## src/rtl/number_format_converter.sv

```systemverilog
// Bit-serial converter between two's complement and sign-magnitude.
// One magnitude bit per cycle, LSB first, with valid/ready handshakes on both sides.
module number_format_converter #(
    parameter int unsigned N = 8
) (
    input  logic         clk,
    input  logic         reset_n,
    input  logic         in_valid,
    output logic         in_ready,
    input  logic         mode,
    input  logic [N-1:0] in_data,
    output logic         out_valid,
    input  logic         out_ready,
    output logic [N-1:0] out_data,
    output logic         out_ovf,
    output logic         out_negzero
);

    localparam int unsigned CW = $clog2(N);

    typedef enum logic [1:0] {
        IDLE    = 2'd0,
        CONVERT = 2'd1,
        DONE    = 2'd2
    } state_e;

    state_e         state_q, state_d;
    logic [CW-1:0]  cnt_q, cnt_d;
    logic           seen_q, seen_d;
    logic           mode_q, mode_d;
    logic [N-1:0]   src_q, src_d;
    logic [N-1:0]   acc_q, acc_d;
    logic [N-1:0]   out_data_q, out_data_d;
    logic           ovf_q, ovf_d;
    logic           negzero_q, negzero_d;
    logic           in_ready_q, in_ready_d;
    logic           out_valid_q, out_valid_d;
    logic           bit_in;
    logic           bit_out;

    // State and datapath registers
    always_ff @(posedge clk) begin
        if (!reset_n) begin
            state_q     <= IDLE;
            cnt_q       <= '0;
            seen_q      <= 1'b0;
            mode_q      <= 1'b0;
            src_q       <= '0;
            acc_q       <= '0;
            out_data_q  <= '0;
            ovf_q       <= 1'b0;
            negzero_q   <= 1'b0;
            in_ready_q  <= 1'b1;
            out_valid_q <= 1'b0;
        end else begin
            state_q     <= state_d;
            cnt_q       <= cnt_d;
            seen_q      <= seen_d;
            mode_q      <= mode_d;
            src_q       <= src_d;
            acc_q       <= acc_d;
            out_data_q  <= out_data_d;
            ovf_q       <= ovf_d;
            negzero_q   <= negzero_d;
            in_ready_q  <= in_ready_d;
            out_valid_q <= out_valid_d;
        end
    end

    // Next-state and serial conversion logic
    always_comb begin
        state_d     = state_q;
        cnt_d       = cnt_q;
        seen_d      = seen_q;
        mode_d      = mode_q;
        src_d       = src_q;
        acc_d       = acc_q;
        out_data_d  = out_data_q;
        ovf_d       = ovf_q;
        negzero_d   = negzero_q;
        in_ready_d  = in_ready_q;
        out_valid_d = out_valid_q;
        bit_in      = src_q[cnt_q];
        bit_out     = bit_in;

        unique case (state_q)
            IDLE: begin
                if (in_valid) begin
                    state_d    = CONVERT;
                    src_d      = in_data;
                    mode_d     = mode;
                    acc_d      = {in_data[N-1], {(N-1){1'b0}}};
                    cnt_d      = '0;
                    seen_d     = 1'b0;
                    in_ready_d = 1'b0;
                end
            end
            CONVERT: begin
                // Negative operands: copy up to and including the first 1, invert above it
                bit_out        = (src_q[N-1] & seen_q) ? ~bit_in : bit_in;
                seen_d         = seen_q | bit_in;
                acc_d[cnt_q]   = bit_out;
                if (cnt_q == CW'(N - 2)) begin
                    state_d     = DONE;
                    out_valid_d = 1'b1;
                    if (src_q[N-1] && !seen_d) begin
                        out_data_d = mode_q ? '0 : '1;
                        ovf_d      = ~mode_q;
                        negzero_d  = mode_q;
                    end else begin
                        out_data_d = acc_d;
                        ovf_d      = 1'b0;
                        negzero_d  = 1'b0;
                    end
                end else begin
                    cnt_d = cnt_q + CW'(1);
                end
            end
            DONE: begin
                if (out_ready) begin
                    state_d     = IDLE;
                    out_valid_d = 1'b0;
                    in_ready_d  = 1'b1;
                end
            end
            default: begin
                state_d     = IDLE;
                out_valid_d = 1'b0;
                in_ready_d  = 1'b1;
            end
        endcase
    end

    assign in_ready    = in_ready_q;
    assign out_valid   = out_valid_q;
    assign out_data    = out_data_q;
    assign out_ovf     = ovf_q;
    assign out_negzero = negzero_q;

endmodule

```

## config.mk

```make
export PLATFORM = sky130hd
export DESIGN_NAME = number_format_converter
export DESIGN_NICKNAME = d
export VERILOG_FILES = /design/src/rtl/number_format_converter.sv
export SDC_FILE = /design/constraint.sdc
export NUM_CORES = 1
export LEC_CHECK = 0
export CORE_UTILIZATION = 25
export DETAILED_ROUTE_END_ITERATION = 16
export GPL_TIMING_DRIVEN = 1
export HOLD_SLACK_MARGIN = 0.12
export PLACE_DENSITY = 0.45
export SYNTH_ARGS = -nofsm -noshare
export SYNTH_HDL_FRONTEND = slang
export SYNTH_SLANG_ARGS = --single-unit
```

## constraint.sdc

```tcl
create_clock -name clk -period 3.1 [get_ports clk]
set_input_delay 0.62 -clock clk [delete_from_list [all_inputs] [get_ports clk]]
set_output_delay 0.62 -clock clk [all_outputs]
set_load 0.005 [all_outputs]
```

==> impl_summary.md <==
Run status
The run finished with clean final reports.

STA
The final number of setup-violating endpoints is 0. The least setup slack across all paths after layout is between 0.9 and 1 ns. The maximum clock skew at final layout is ~0.0098 ns. At the pin with the least slew margin, the transition time is around 0.6 ns. The worst path in the final design needs a cycle of 2.179 ns, including I/O delays and setup. The number of hold violations in the final report is 0. In this run the tightest slew margin relative to its limit is 0.5943.

The setup TNS after final layout is 0 ns. Setup repair after global routing left no endpoint under its margin. Of the available clock period, the critical path in the final layout requires 0.7030. Based on the critical path, the design can be clocked at up to about 0.46 GHz. The max-slew violation count is 0.

Run
The number of maximum-capacitance violations is 0.

Clock network
The clock input transition at the sequential cells of the worst setup and hold paths is ~0.07 ns. Counting along the longest clock path gives a buffer depth of 2. Post-CTS timing repair inserted 0 buffers for setup. The number of gates resized after CTS was 0. The later pin in the worst-skew pair is clocked with a latency of between 0.2 and 0.3 ns.

The CTS H-tree depth is 2. The clock tree from TritonCTS is done. The library cell used as clock root buffer is sky130_fd_sc_hd__clkbuf_8. Buffers inserted during clock tree synthesis total 5. Buffers inserted to repair hold after CTS numbered 0. CTS saw 35 sinks.

Detailed routing
In this run the remaining antenna-violating nets after routing total 0. The first-pass iteration count of the detailed router is 4. The routed design has around 3.9 mm of wire. After detailed routing, the average wire length per cell comes to 13.45 um. The total DRC errors in the routed layout is 0. The via count is between 1000 and 1500. The via count normalized by instance count is roughly 4.7. The first routing iteration left 36 violations.

Synth
The synthesized design contains 0 enable-type register cells. Synthesis inferred 35 register bits. Synthesis produced a netlist whose cell count is around 190. Of the post-synthesis cell area, the dominant cell type holds 0.4067. By count the netlist is led by sky130_fd_sc_hd__dfxtp_1, sky130_fd_sc_hd__nand2_1, sky130_fd_sc_hd__nor2_1, sky130_fd_sc_hd__nor2b_1. The library cell with the highest instance count after synthesis is sky130_fd_sc_hd__dfxtp_1. The post-synth net total is 206. The register area share after synthesis is 0.4067.

After synthesis, the share of flip-flops with an asynchronous set or reset is 0. Yosys printed 0 warnings. For this run, the leading register cell type out of synthesis is sky130_fd_sc_hd__dfxtp_1. A synthesized cell averages ~9 um2.

The synthesized netlist occupies a cell area of approximately 1700 um2. The count of different cell masters after synthesis is between 40 and 50. In the post-synthesis netlist, the biggest area contributors are sky130_fd_sc_hd__dfxtp_1, sky130_fd_sc_hd__nand2_1, sky130_fd_sc_hd__mux2i_1, sky130_fd_sc_hd__nor2_1, sky130_fd_sc_hd__nor2b_1. The largest total area in the synthesized netlist belongs to sky130_fd_sc_hd__dfxtp_1.

Setup path
On the critical path, the stage with the largest delay is an instance of sky130_fd_sc_hd__dfxtp_1. The startpoint identified for the worst register-to-register timing path is cnt_q[2]. The worst setup path is launched from a register. For the worst setup path, the data arrival time is 2.34 ns. The kind of end point of the critical path is a register. Across all register-to-register paths, the minimum setup slack is approximately 0.92 ns. The critical path starts at cnt_q[2]. The data required time of the worst path is 3.26 ns. The critical path goes through nor2_1 > a31o_2 > a211oi_4 > mux2i_2 > o22ai_1.

The cell count of the worst reg-to-reg path is 5. The most critical setup path has its endpoint at acc_q[6]. The critical path in this run is classified as register to register. Along the worst path, the maximum fanout reaches 14.

The worst reg2reg path endpoint is acc_q[6]. In this design, the stage delay of the slowest critical-path cell is a little under 0.7 ns.

Global route
The number of global-route vias before repair came to 1291. The first-pass GRT wire length is approximately 6.6 mm. Global routing finished with a remaining overflow of 0.

The overall fraction of global-route tracks in use is 0.1200. The number of antenna violations at the first check in global routing is 0. The maximum number of pins on one net before global-route repair is 23.

Placed design
Port buffering added 24 buffers. Before CTS, the worst setup slack after placement is about 0.8 ns. Summing all placed instances gives a cell area of 2022 um2.

The number of placed instances, taps included, is approximately 290. The last weighted congestion value of the routability-driven placer is around 0.79. Summed over all nets, the half-perimeter wirelength after detailed placement is between 2 and 3 mm.

Floorplanning
The row count is 29. The starting density of the core is 0.2653. In this run the standard cell core region covers 6495 um2.

The die boundary width is 85.02 um. The die is around 85 um tall. The floorplan step defined a die boundary enclosing just over 7000 um2. The top-level I/O count is 25.

Min path
The type of the worst min-delay path is register to register. The worst hold path depth is 2.

Finish
The antenna diode instance count is 0. The area growth from synthesis to layout is 23.17%. After the flow finishes, the layout carries non-filler instances totaling 293. The fraction of layout instances using a drive strength above 1 is 0.1204. The total non-filler cell area in the finished layout is 2122 um2. The number of fill cells in the layout is around 710. The net count of the finished layout is between 200 and 250.

Power
For this design the static power due to leakage is 0.7108 nW. The maximum ir drop on the vdd rail is ~0.17 mV. The power per standard cell area is roughly 450 nW/um2.
==> sequential cells by signal, summed over array words and instances, names as in the netlist <==
name and flops:
out_valid 1, out_data 8, cnt_q 3, in_ready 1
mode_q 1, src_q 8, out_ovf 1, state_q 2
acc_q 8, out_negzero 1, seen_q 1
==> layer usage <==
| layer | wire length, um | vias to the layer above | track usage |
|---|---|---|---|
| li1 | - | 732 | - |
| met1 | 2116 | 619 | 0.1690 |
| met2 | 1598 | 29 | 0.1664 |
| met3 | 145 | 7 | 0.03016 |
| met4 | 81 | 0 | 0.06471 |
| met5 | 0 | - | 0 |
==> worst max-delay path: cells and delay by family, from the launching register on <==
family | cells | cell delay (ns)
multiplexers | 1 | 0.44
AO/OA/AOI/OAI | 3 | 0.76
AND/OR/NAND/NOR | 1 | 0.16
flip-flops | 1 | 0.69
==> kinds of logic after synthesis <==
kind of cell | share of synthesized area
adders and majority gates | 0.01452
muxes | 0.07626
DFF | 0.4067
xor gates and xnor gates | 0.01525
AOI/OAI and AO/OA | 0.2179
buffers and inverters | 0.04430
and+or+nand+nor | 0.2251
==> through the flow <==
stage                     hold WS, ns  utilization  total power [mW]
final                          0.4625       0.3267            0.9474
after global routing           0.4973       0.3267            0.9928
after CTS                      0.4656       0.3267            0.9611
after detailed placement       0.4550       0.3113            0.5898
after global placement         0.4508       0.3113            0.5904
after floorplan                0.4389            -            0.5556
==> power by group <==
part / internal [mW] / switching [mW]
Sequential: 0.462 / 0.0161
Clock: 0.203 / 0.166
Combinational: 0.0511 / 0.0495
==> layout make-up <==
class | instances | area (um2) | share of cell area
multi-input cells | 142 | 950.9 | 0.4481
flip-flops and latches | 35 | 700.7 | 0.3302
clock buffers | 8 | 100.1 | 0.04717
inverters | 5 | 18.77 | 0.008844
repair buffers | 26 | 255.2 | 0.1203
well taps | 77 | 96.34 | 0.04540
==> worst min-delay path by stage <==
stage,to,slack [ns],from
6_report,out_data[3],0.46,acc_q[3]
5_1_grt,acc_q[1],0.50,acc_q[1]
4_1_cts,acc_q[3],0.47,acc_q[3]
3_5_place_dp,acc_q[3],0.46,acc_q[3]
3_3_place_gp,out_data[3],0.45,acc_q[3]
2_1_floorplan,acc_q[3],0.44,acc_q[3]
==> cell usage in the layout (no fill, tap or decap), types with 7 or more instances in the layout <==
| cell type | count |
|---|---|
| sky130_fd_sc_hd__clkdlybuf4s50_1 | 24 |
| sky130_fd_sc_hd__a211oi_1 | 8 |
| sky130_fd_sc_hd__mux2i_1 | 9 |
| sky130_fd_sc_hd__a21oi_1 | 9 |
| sky130_fd_sc_hd__dfxtp_1 | 35 |
| sky130_fd_sc_hd__o22ai_1 | 7 |
| sky130_fd_sc_hd__nor2b_1 | 12 |
| sky130_fd_sc_hd__nand2_1 | 25 |
| sky130_fd_sc_hd__clkbuf_8 | 7 |
| sky130_fd_sc_hd__nor2_1 | 20 |
No activity file was read; power rests on OpenSTA's default activity.
